$ cat config.mk
export PLATFORM = sky130hd
export DESIGN_NAME = can_crc_unit_flat
export DESIGN_NICKNAME = d
export VERILOG_FILES = /design/src/rtl/can_crc_pkg.sv /design/src/rtl/can_crc_if.sv /design/src/rtl/can_crc_lfsr.sv /design/src/rtl/can_crc_unit.sv /design/src/flat_wrapper.sv
export SDC_FILE = /design/constraint.sdc
export NUM_CORES = 1
export LEC_CHECK = 0
export BUFFER_PORTS_ARGS = -buffer_cell sky130_fd_sc_hd__buf_2
export CAP_MARGIN = 20
export CORE_MARGIN = 8
export CORE_UTILIZATION = 50
export DETAILED_ROUTE_END_ITERATION = 10
export PLACE_DENSITY = 0.72
export SETUP_SLACK_MARGIN = 0.02
export SYNTH_ARGS = -nofsm -noshare
export SYNTH_HDL_FRONTEND = slang
export SYNTH_SLANG_ARGS = --single-unit
$ cat constraint.sdc
create_clock -name clk -period 2.05 [get_ports clk]
set_input_delay 0 -clock clk [delete_from_list [all_inputs] [get_ports clk]]
set_output_delay 0 -clock clk [all_outputs]
set_load 0.1 [all_outputs]
$ cat src/rtl/can_crc_pkg.sv
// can_crc_pkg: shared types, widths and helpers for the CAN CRC engine.
// Contents: crc_mode_e, crc_state_e, CRC widths, crc_width() and gray3().
package can_crc_pkg;

    typedef enum logic [1:0] {
        CRC15 = 2'd0,
        CRC17 = 2'd1,
        CRC21 = 2'd2
    } crc_mode_e;

    typedef enum logic [1:0] {
        StIdle,
        StCalc,
        StCheck
    } crc_state_e;

    localparam int unsigned CRC15_W = 15;
    localparam int unsigned CRC17_W = 17;
    localparam int unsigned CRC21_W = 21;

    // Number of CRC bits in the check phase for the latched mode.
    function automatic logic [4:0] crc_width(input crc_mode_e m);
        unique case (m)
            CRC15:   return 5'(CRC15_W);
            CRC17:   return 5'(CRC17_W);
            default: return 5'(CRC21_W);
        endcase
    endfunction

    // Binary to reflected Gray code.
    function automatic logic [2:0] gray3(input logic [2:0] b);
        return b ^ (b >> 1);
    endfunction

endpackage

$ cat src/rtl/can_crc_if.sv
// can_crc_if: bit-stream and result signals between the receive FSM / destuffer
// (master) and the CRC engine (slave).
//   start, mode, fd_iso, calc_end, abort : frame control from the receive FSM
//   bit_valid, bit_in, stuff_bit         : destuffed bit stream
//   crc_15/17/21, busy, crc_valid, crc_ok, stuff_cnt, stuff_par : results
interface can_crc_if;
    logic        start;
    logic [1:0]  mode;
    logic        fd_iso;
    logic        bit_valid;
    logic        bit_in;
    logic        stuff_bit;
    logic        calc_end;
    logic        abort;
    logic [14:0] crc_15;
    logic [16:0] crc_17;
    logic [20:0] crc_21;
    logic        busy;
    logic        crc_valid;
    logic        crc_ok;
    logic [2:0]  stuff_cnt;
    logic        stuff_par;

    modport master (
        output start, mode, fd_iso, bit_valid, bit_in, stuff_bit, calc_end, abort,
        input  crc_15, crc_17, crc_21, busy, crc_valid, crc_ok, stuff_cnt, stuff_par
    );

    modport slave (
        input  start, mode, fd_iso, bit_valid, bit_in, stuff_bit, calc_end, abort,
        output crc_15, crc_17, crc_21, busy, crc_valid, crc_ok, stuff_cnt, stuff_par
    );
endinterface

$ cat src/rtl/can_crc_lfsr.sv
// can_crc_lfsr: one serial CRC register (MSB-first, Galois form).
// Ports:
//   clk, rst     clock, asynchronous active-low reset
//   load         loads init_val (wins over en)
//   init_val     start-of-frame value
//   en, stuff    bit qualifier and stuff marker; stuff bits are dropped when SkipStuff
//   din          serial data bit
//   crc          current register value
//   crc_nxt      value the register takes if din is accepted this cycle
module can_crc_lfsr #(
    parameter int unsigned       Width     = 15,
    parameter logic [Width-1:0]  Poly      = '0,
    parameter bit                SkipStuff = 1'b0
) (
    input  logic             clk,
    input  logic             rst,
    input  logic             load,
    input  logic [Width-1:0] init_val,
    input  logic             en,
    input  logic             stuff,
    input  logic             din,
    output logic [Width-1:0] crc,
    output logic [Width-1:0] crc_nxt
);

    logic [Width-1:0] crc_q;
    logic             fb;
    logic             upd;

    always_comb begin
        fb      = din ^ crc_q[Width-1];
        crc_nxt = {crc_q[Width-2:0], 1'b0} ^ (fb ? Poly : '0);
        upd     = en & ~(SkipStuff & stuff);
    end

    always_ff @(posedge clk or negedge rst) begin
        if (!rst) begin
            crc_q <= '0;
        end else if (load) begin
            crc_q <= init_val;
        end else if (upd) begin
            crc_q <= crc_nxt;
        end
    end

    assign crc = crc_q;

endmodule

$ cat src/rtl/can_crc_unit.sv
// can_crc_unit: CRC-15/17/21 engine for the CAN / CAN FD receive path.
// All three CRCs run in parallel over the data field (CALC); afterwards the
// received CRC is shifted through the selected register (CHECK) and a zero
// residue sets crc_ok.
// Ports: clk, rst (async, active-low) and bus (can_crc_if.slave).
// Optional: define CAN_CRC_STUFF_CNT_EN to build the Gray-coded stuff counter;
// otherwise stuff_cnt and stuff_par read 0.
import can_crc_pkg::*;

module can_crc_unit #(
    parameter logic [15:0] CRC15_POL = 16'hC599,
    parameter logic [19:0] CRC17_POL = 20'h3685B,
    parameter logic [23:0] CRC21_POL = 24'h302899
) (
    input  logic   clk,
    input  logic   rst,
    can_crc_if.slave bus
);

    crc_state_e  state_q;
    crc_mode_e   mode_q;
    logic [4:0]  cnt_q;
    logic        busy_q;
    logic        valid_q;
    logic        ok_q;

    logic        load;
    logic        calc_bit;
    logic        check_bit;
    logic        en15, en17, en21;
    logic        sel_zero;
    logic [4:0]  width_sel;
    logic [14:0] c15, n15;
    logic [16:0] c17, n17;
    logic [20:0] c21, n21;

    always_comb begin
        load      = bus.start & ~bus.abort;
        calc_bit  = bus.bit_valid & ~bus.abort & (state_q == StCalc);
        // Fixed stuff bits in the CRC field are invisible to the check.
        check_bit = bus.bit_valid & ~bus.abort & ~bus.stuff_bit & (state_q == StCheck);
        en15      = calc_bit | (check_bit & (mode_q == CRC15));
        en17      = calc_bit | (check_bit & (mode_q == CRC17));
        en21      = calc_bit | (check_bit & (mode_q == CRC21));
        width_sel = crc_width(mode_q);
        // Residue of the register after the bit being accepted now.
        sel_zero  = 1'b0;
        unique case (mode_q)
            CRC15:   sel_zero = (n15 == '0);
            CRC17:   sel_zero = (n17 == '0);
            default: sel_zero = (n21 == '0);
        endcase
    end

    can_crc_lfsr #(.Width(CRC15_W), .Poly(CRC15_POL[14:0]), .SkipStuff(1'b1)) u_crc15 (
        .clk      (clk),
        .rst      (rst),
        .load     (load),
        .init_val (15'h0),
        .en       (en15),
        .stuff    (bus.stuff_bit),
        .din      (bus.bit_in),
        .crc      (c15),
        .crc_nxt  (n15)
    );

    can_crc_lfsr #(.Width(CRC17_W), .Poly(CRC17_POL[16:0]), .SkipStuff(1'b0)) u_crc17 (
        .clk      (clk),
        .rst      (rst),
        .load     (load),
        .init_val (bus.fd_iso ? 17'h10000 : 17'h0),
        .en       (en17),
        .stuff    (bus.stuff_bit),
        .din      (bus.bit_in),
        .crc      (c17),
        .crc_nxt  (n17)
    );

    can_crc_lfsr #(.Width(CRC21_W), .Poly(CRC21_POL[20:0]), .SkipStuff(1'b0)) u_crc21 (
        .clk      (clk),
        .rst      (rst),
        .load     (load),
        .init_val (bus.fd_iso ? 21'h100000 : 21'h0),
        .en       (en21),
        .stuff    (bus.stuff_bit),
        .din      (bus.bit_in),
        .crc      (c21),
        .crc_nxt  (n21)
    );

    always_ff @(posedge clk or negedge rst) begin
        if (!rst) begin
            state_q <= StIdle;
            mode_q  <= CRC15;
            cnt_q   <= '0;
            busy_q  <= 1'b0;
            valid_q <= 1'b0;
            ok_q    <= 1'b0;
        end else begin
            valid_q <= 1'b0;
            if (bus.abort) begin
                state_q <= StIdle;
                busy_q  <= 1'b0;
                cnt_q   <= '0;
            end else if (bus.start) begin
                state_q <= StCalc;
                busy_q  <= 1'b1;
                cnt_q   <= '0;
                ok_q    <= 1'b0;
                mode_q  <= (bus.mode == 2'd3) ? CRC21 : crc_mode_e'(bus.mode);
            end else begin
                unique case (state_q)
                    StCalc: begin
                        if (bus.calc_end) state_q <= StCheck;
                    end
                    StCheck: begin
                        if (check_bit) begin
                            if (cnt_q == width_sel - 5'd1) begin
                                state_q <= StIdle;
                                busy_q  <= 1'b0;
                                valid_q <= 1'b1;
                                ok_q    <= sel_zero;
                                cnt_q   <= '0;
                            end else begin
                                cnt_q <= cnt_q + 5'd1;
                            end
                        end
                    end
                    default: ;
                endcase
            end
        end
    end

    assign bus.crc_15    = c15;
    assign bus.crc_17    = c17;
    assign bus.crc_21    = c21;
    assign bus.busy      = busy_q;
    assign bus.crc_valid = valid_q;
    assign bus.crc_ok    = ok_q;

`ifdef CAN_CRC_STUFF_CNT_EN
    logic [2:0] scnt_q, scnt_d;
    logic [2:0] sgray_q;
    logic       spar_q;

    always_comb begin
        scnt_d = scnt_q;
        if (bus.abort || bus.start) begin
            scnt_d = '0;
        end else if (state_q == StCalc && bus.bit_valid && bus.stuff_bit) begin
            scnt_d = scnt_q + 3'd1;
        end
    end

    always_ff @(posedge clk or negedge rst) begin
        if (!rst) begin
            scnt_q  <= '0;
            sgray_q <= '0;
            spar_q  <= 1'b0;
        end else begin
            scnt_q  <= scnt_d;
            sgray_q <= gray3(scnt_d);
            spar_q  <= ^gray3(scnt_d);
        end
    end

    assign bus.stuff_cnt = sgray_q;
    assign bus.stuff_par = spar_q;
`else
    assign bus.stuff_cnt = 3'b000;
    assign bus.stuff_par = 1'b0;
`endif

endmodule

$ cat src/flat_wrapper.sv
// flat-port wrapper written by rule: the top's interface ports become plain ports
module can_crc_unit_flat 
#(
    parameter logic [15:0] CRC15_POL = 16'hC599,
    parameter logic [19:0] CRC17_POL = 20'h3685B,
    parameter logic [23:0] CRC21_POL = 24'h302899
)
  (clk, rst, bus_start, bus_mode, bus_fd_iso, bus_bit_valid, bus_bit_in, bus_stuff_bit, bus_calc_end, bus_abort, bus_crc_15, bus_crc_17, bus_crc_21, bus_busy, bus_crc_valid, bus_crc_ok, bus_stuff_cnt, bus_stuff_par);
  can_crc_if bus_i ();
  input  logic clk;
  input  logic rst;
  input wire logic [$bits(bus_i.start)-1:0] bus_start;
  input wire logic [$bits(bus_i.mode)-1:0] bus_mode;
  input wire logic [$bits(bus_i.fd_iso)-1:0] bus_fd_iso;
  input wire logic [$bits(bus_i.bit_valid)-1:0] bus_bit_valid;
  input wire logic [$bits(bus_i.bit_in)-1:0] bus_bit_in;
  input wire logic [$bits(bus_i.stuff_bit)-1:0] bus_stuff_bit;
  input wire logic [$bits(bus_i.calc_end)-1:0] bus_calc_end;
  input wire logic [$bits(bus_i.abort)-1:0] bus_abort;
  output wire logic [$bits(bus_i.crc_15)-1:0] bus_crc_15;
  output wire logic [$bits(bus_i.crc_17)-1:0] bus_crc_17;
  output wire logic [$bits(bus_i.crc_21)-1:0] bus_crc_21;
  output wire logic [$bits(bus_i.busy)-1:0] bus_busy;
  output wire logic [$bits(bus_i.crc_valid)-1:0] bus_crc_valid;
  output wire logic [$bits(bus_i.crc_ok)-1:0] bus_crc_ok;
  output wire logic [$bits(bus_i.stuff_cnt)-1:0] bus_stuff_cnt;
  output wire logic [$bits(bus_i.stuff_par)-1:0] bus_stuff_par;
  assign bus_i.start = bus_start;
  assign bus_i.mode = bus_mode;
  assign bus_i.fd_iso = bus_fd_iso;
  assign bus_i.bit_valid = bus_bit_valid;
  assign bus_i.bit_in = bus_bit_in;
  assign bus_i.stuff_bit = bus_stuff_bit;
  assign bus_i.calc_end = bus_calc_end;
  assign bus_i.abort = bus_abort;
  assign bus_crc_15 = bus_i.crc_15;
  assign bus_crc_17 = bus_i.crc_17;
  assign bus_crc_21 = bus_i.crc_21;
  assign bus_busy = bus_i.busy;
  assign bus_crc_valid = bus_i.crc_valid;
  assign bus_crc_ok = bus_i.crc_ok;
  assign bus_stuff_cnt = bus_i.stuff_cnt;
  assign bus_stuff_par = bus_i.stuff_par;
  can_crc_unit #(.CRC15_POL(CRC15_POL), .CRC17_POL(CRC17_POL), .CRC21_POL(CRC21_POL)) u_core (.clk(clk), .rst(rst), .bus(bus_i));
endmodule
==> run summary <==
status -> finished, final reports clean
fin crit period -> 1.908 ns
Peak VDD IR -> 1.334 mV
Storage cell area -> 1628 um^2
power density cells -> 1473 nW/um^2
Finished Core Util -> 62.45%
Initial Util -> 51.33%
post-CTS setup buffer count -> 0
layout cell share with drive strength beyond 1 -> 23.91%
final setup fails -> 0
Yosys cell types -> 44
Final Hold Viols -> 0
Avg Inst Size Synth -> 9.233 um^2
antenna-violating nets left -> 0
Synth Register Bits -> 65
worst-margin pin slew -> 0.5438 ns
cell area after synthesis -> 3241 um^2
Die X -> 96.51 um
Via density -> 5.373
first-pass GRT wire length -> 13,010 um
final cell count without fillers -> 512
Largest delay share family, worst path -> simple AND/OR/NAND/NOR gates
critical path required time -> 2.27 ns
clk_lat worst skew -> 0.35 ns
Fin Clk Skew -> 0.005555 ns
core area -> 6314 um^2
top-area cell type share of the netlist area -> 50.19%
multi-input gate area in the final layout -> 1505 um^2
initial antenna violation count -> 0
Worst Setup End Kind -> flop
Total Wirelength -> 7985 um
crit path kind -> flop to flop
GP Congestion -> 0.8571
max_cap viols -> 0
die footprint -> 9313 um^2
Placed Instances -> 490
Root Buffer -> clkbuf_8
Rows -> 29
max incr delay on CP -> 0.47 ns
# fillers -> 571
ANT cells -> 0
RSZ-0062 raised after global routing -> no
f_max -> 524.0 MHz
top cells by area, synth -> dfrtp_1, nand2_1, xnor2_1
crit-path cells -> nor4b_1 > a22oi_2 > or3_1 > o41ai_2 > a21oi_1
crit path buf inv count -> 0
Synth Instances -> 351
Pwr Total -> 5.807 mW
number of global-route vias before repair -> 2,659
Die Ht -> 96.51 um
CP Launch Type -> flop
Final Max Slew Viols -> 0
Buffers on Ports -> 66
WP data arrival -> 2.13 ns
final period utilization -> 93.10%
area post-placement -> 3696 um^2
estimated wirelength of the detail-placed design -> 5721 um
setup TNS -> 0 ns
Avg WL per Cell -> 15.60 um
CTS tree -> yes
sequential area share after synthesis -> 50.19%
CTS sink cnt -> 65
nets -> 445
Initial DRT Pass Iterations -> 4
Post-CTS Hold Fix Bufs -> 6
max_slew headroom -> 63.75%
YS warnings -> 0
I/O pin total -> 71
Lkg Pwr -> 1.979 nW
grt total ovfl -> 0
Slowest cell on crit path -> or3_1
total track usage -> 18.06%
Clock transition at path regs -> 0.07 ns
fin area -> 3943 um^2
Max Buffers Root-to-Sink -> 2
total CTS buffers -> 9
Iter 0 DRT Violations -> 110
biggest area consumer among synthesized cells -> dfrtp_1
H-tree levels -> 3
flop-to-flop setup slack -> 0.14 ns
routed vias -> 2,751
post_cts resized -> 0
class of the worst hold path -> primary input to flop
Area Overhead vs Synth -> 21.66%
crit path max fanout -> 7
largest net degree at the start of global routing -> 43
Post-route DRC -> 0
[per-stage QoR]
step,setup WS [ns],hold slack [ns]
after CTS,0.1177,0.09052
after global placement,0.1607,0.02735
after global routing,0.02158,0.1752
after detailed placement,0.1514,0.02755
after floorplan,0.08906,-0.2956
final,0.1415,0.1019
[state kept, by name (all words and copies together) (netlist names)]
name                  count
u_core.u_crc17.crc       17
u_core.mode_q             2
u_core.u_crc21.crc       21
u_core.u_crc15.crc       15
u_core.bus.busy           1
u_core.bus.crc_valid      1
u_core.state_q            2
u_core.bus.crc_ok         1
u_core.cnt_q              5
[layout by cell type (no fill, tap or decap), types with 2 or more instances in the layout]
cell type	synthesis	layout
a21oi_1	13	13
a22o_1	5	5
a31oi_1	6	5
buf_2	5	66
buf_4	5	12
clkbuf_8	0	9
clkinv_2	0	4
conb_1	1	4
dfrtp_1	65	64
dlygate4sd3_1	0	6
ha_1	4	4
inv_1	6	6
mux2i_1	6	6
nand2_1	77	77
nand3_1	17	17
nand3b_1	2	2
nand4_1	3	3
nor2_1	30	30
nor2b_1	2	2
nor3_1	2	2
nor3b_1	3	3
nor4_1	11	11
o21ai_0	24	24
o22a_1	2	2
o31ai_1	5	5
o41ai_1	3	3
or3_1	3	3
or4_1	4	4
xnor2_1	17	17
xnor2_2	2	2
xor2_1	3	3
xor2_2	2	2
[worst register-to-register path: stages, from the launching register on]
cell	delay, ns
dfrtp_1	0.45
nor4b_1	0.39
a22oi_2	0.14
or3_1	0.47
o41ai_2	0.23
a21oi_1	0.10
[worst paths after layout]
check	from	to	cells after the start
worst max-delay path	u_core.mode_q[1]	u_core.state_q[1]	5
worst min-delay path	bus_calc_end	u_core.state_q[0]	5
worst max register to register	u_core.mode_q[1]	u_core.state_q[1]	5
worst min register to register	u_core.bus.busy	u_core.bus.busy	2
max in group asynchronous	rst	u_core.u_crc15.crc[8]	3
min in group asynchronous	rst	u_core.u_crc17.crc[15]	2
[where the power goes]
part           internal (mW)  switching [mW]  total [mW]
combinational          0.537            2.37        2.91
sequential              1.53           0.299        1.83
clock                  0.555           0.513        1.07
[synthesized netlist by cell type]
| master | count |
|---|---|
| nand2_1 | 77 |
| dfrtp_1 | 65 |
| nor2_1 | 30 |
| o21ai_0 | 24 |
| nand3_1 | 17 |
| xnor2_1 | 17 |
| a21oi_1 | 13 |
| nor4_1 | 11 |
| clkbuf_1 | 9 |
| a31oi_1 | 6 |
| inv_1 | 6 |
| mux2i_1 | 6 |
| a22o_1 | 5 |
| buf_2 | 5 |
| buf_4 | 5 |
| o31ai_1 | 5 |
| ha_1 | 4 |
| or4_1 | 4 |
| nand4_1 | 3 |
| nor3b_1 | 3 |
| o41ai_1 | 3 |
| or3_1 | 3 |
| xor2_1 | 3 |
| nand3b_1 | 2 |
| nor2b_1 | 2 |
| nor3_1 | 2 |
| o22a_1 | 2 |
| xnor2_2 | 2 |
| xor2_2 | 2 |
| a211o_1 | 1 |
| a21bo_2 | 1 |
| a21o_1 | 1 |
| a22oi_2 | 1 |
| and3_1 | 1 |
| buf_1 | 1 |
| conb_1 | 1 |
| inv_2 | 1 |
| nor4b_1 | 1 |
| o211ai_1 | 1 |
| o21ai_1 | 1 |
| o22ai_1 | 1 |
| o41ai_2 | 1 |
| or2_1 | 1 |
| or2b_1 | 1 |
[layer usage]
layer  global-route usage [%]  wire length (um)
met1                    23.05              3663
met2                    27.51              3604
met3                    5.332               568
met4                    8.575               148
met5                        0                 0
[cell families after synthesis]
| logic type | share of synthesized area (%) |
|---|---|
| flops | 50.19 |
| buf+inv | 3.899 |
| fa+ha+maj | 1.544 |
| mux | 1.853 |
| compound gates | 13.01 |
| simple gates | 21.97 |
| xor+xnor | 7.413 |
| other cells | 0.1157 |
[cell type report]
class | count | area share (%)
Clock inverter | 6 | 1.492
Sequential cell | 65 | 41.29
Tap cell | 77 | 2.444
Clock buffer | 10 | 3.237
Timing Repair Buffer | 85 | 12.69
Multi-Input combinational cell | 262 | 38.18
Inverter | 7 | 0.6665
Note: power is estimated with default switching activity, not from simulation.
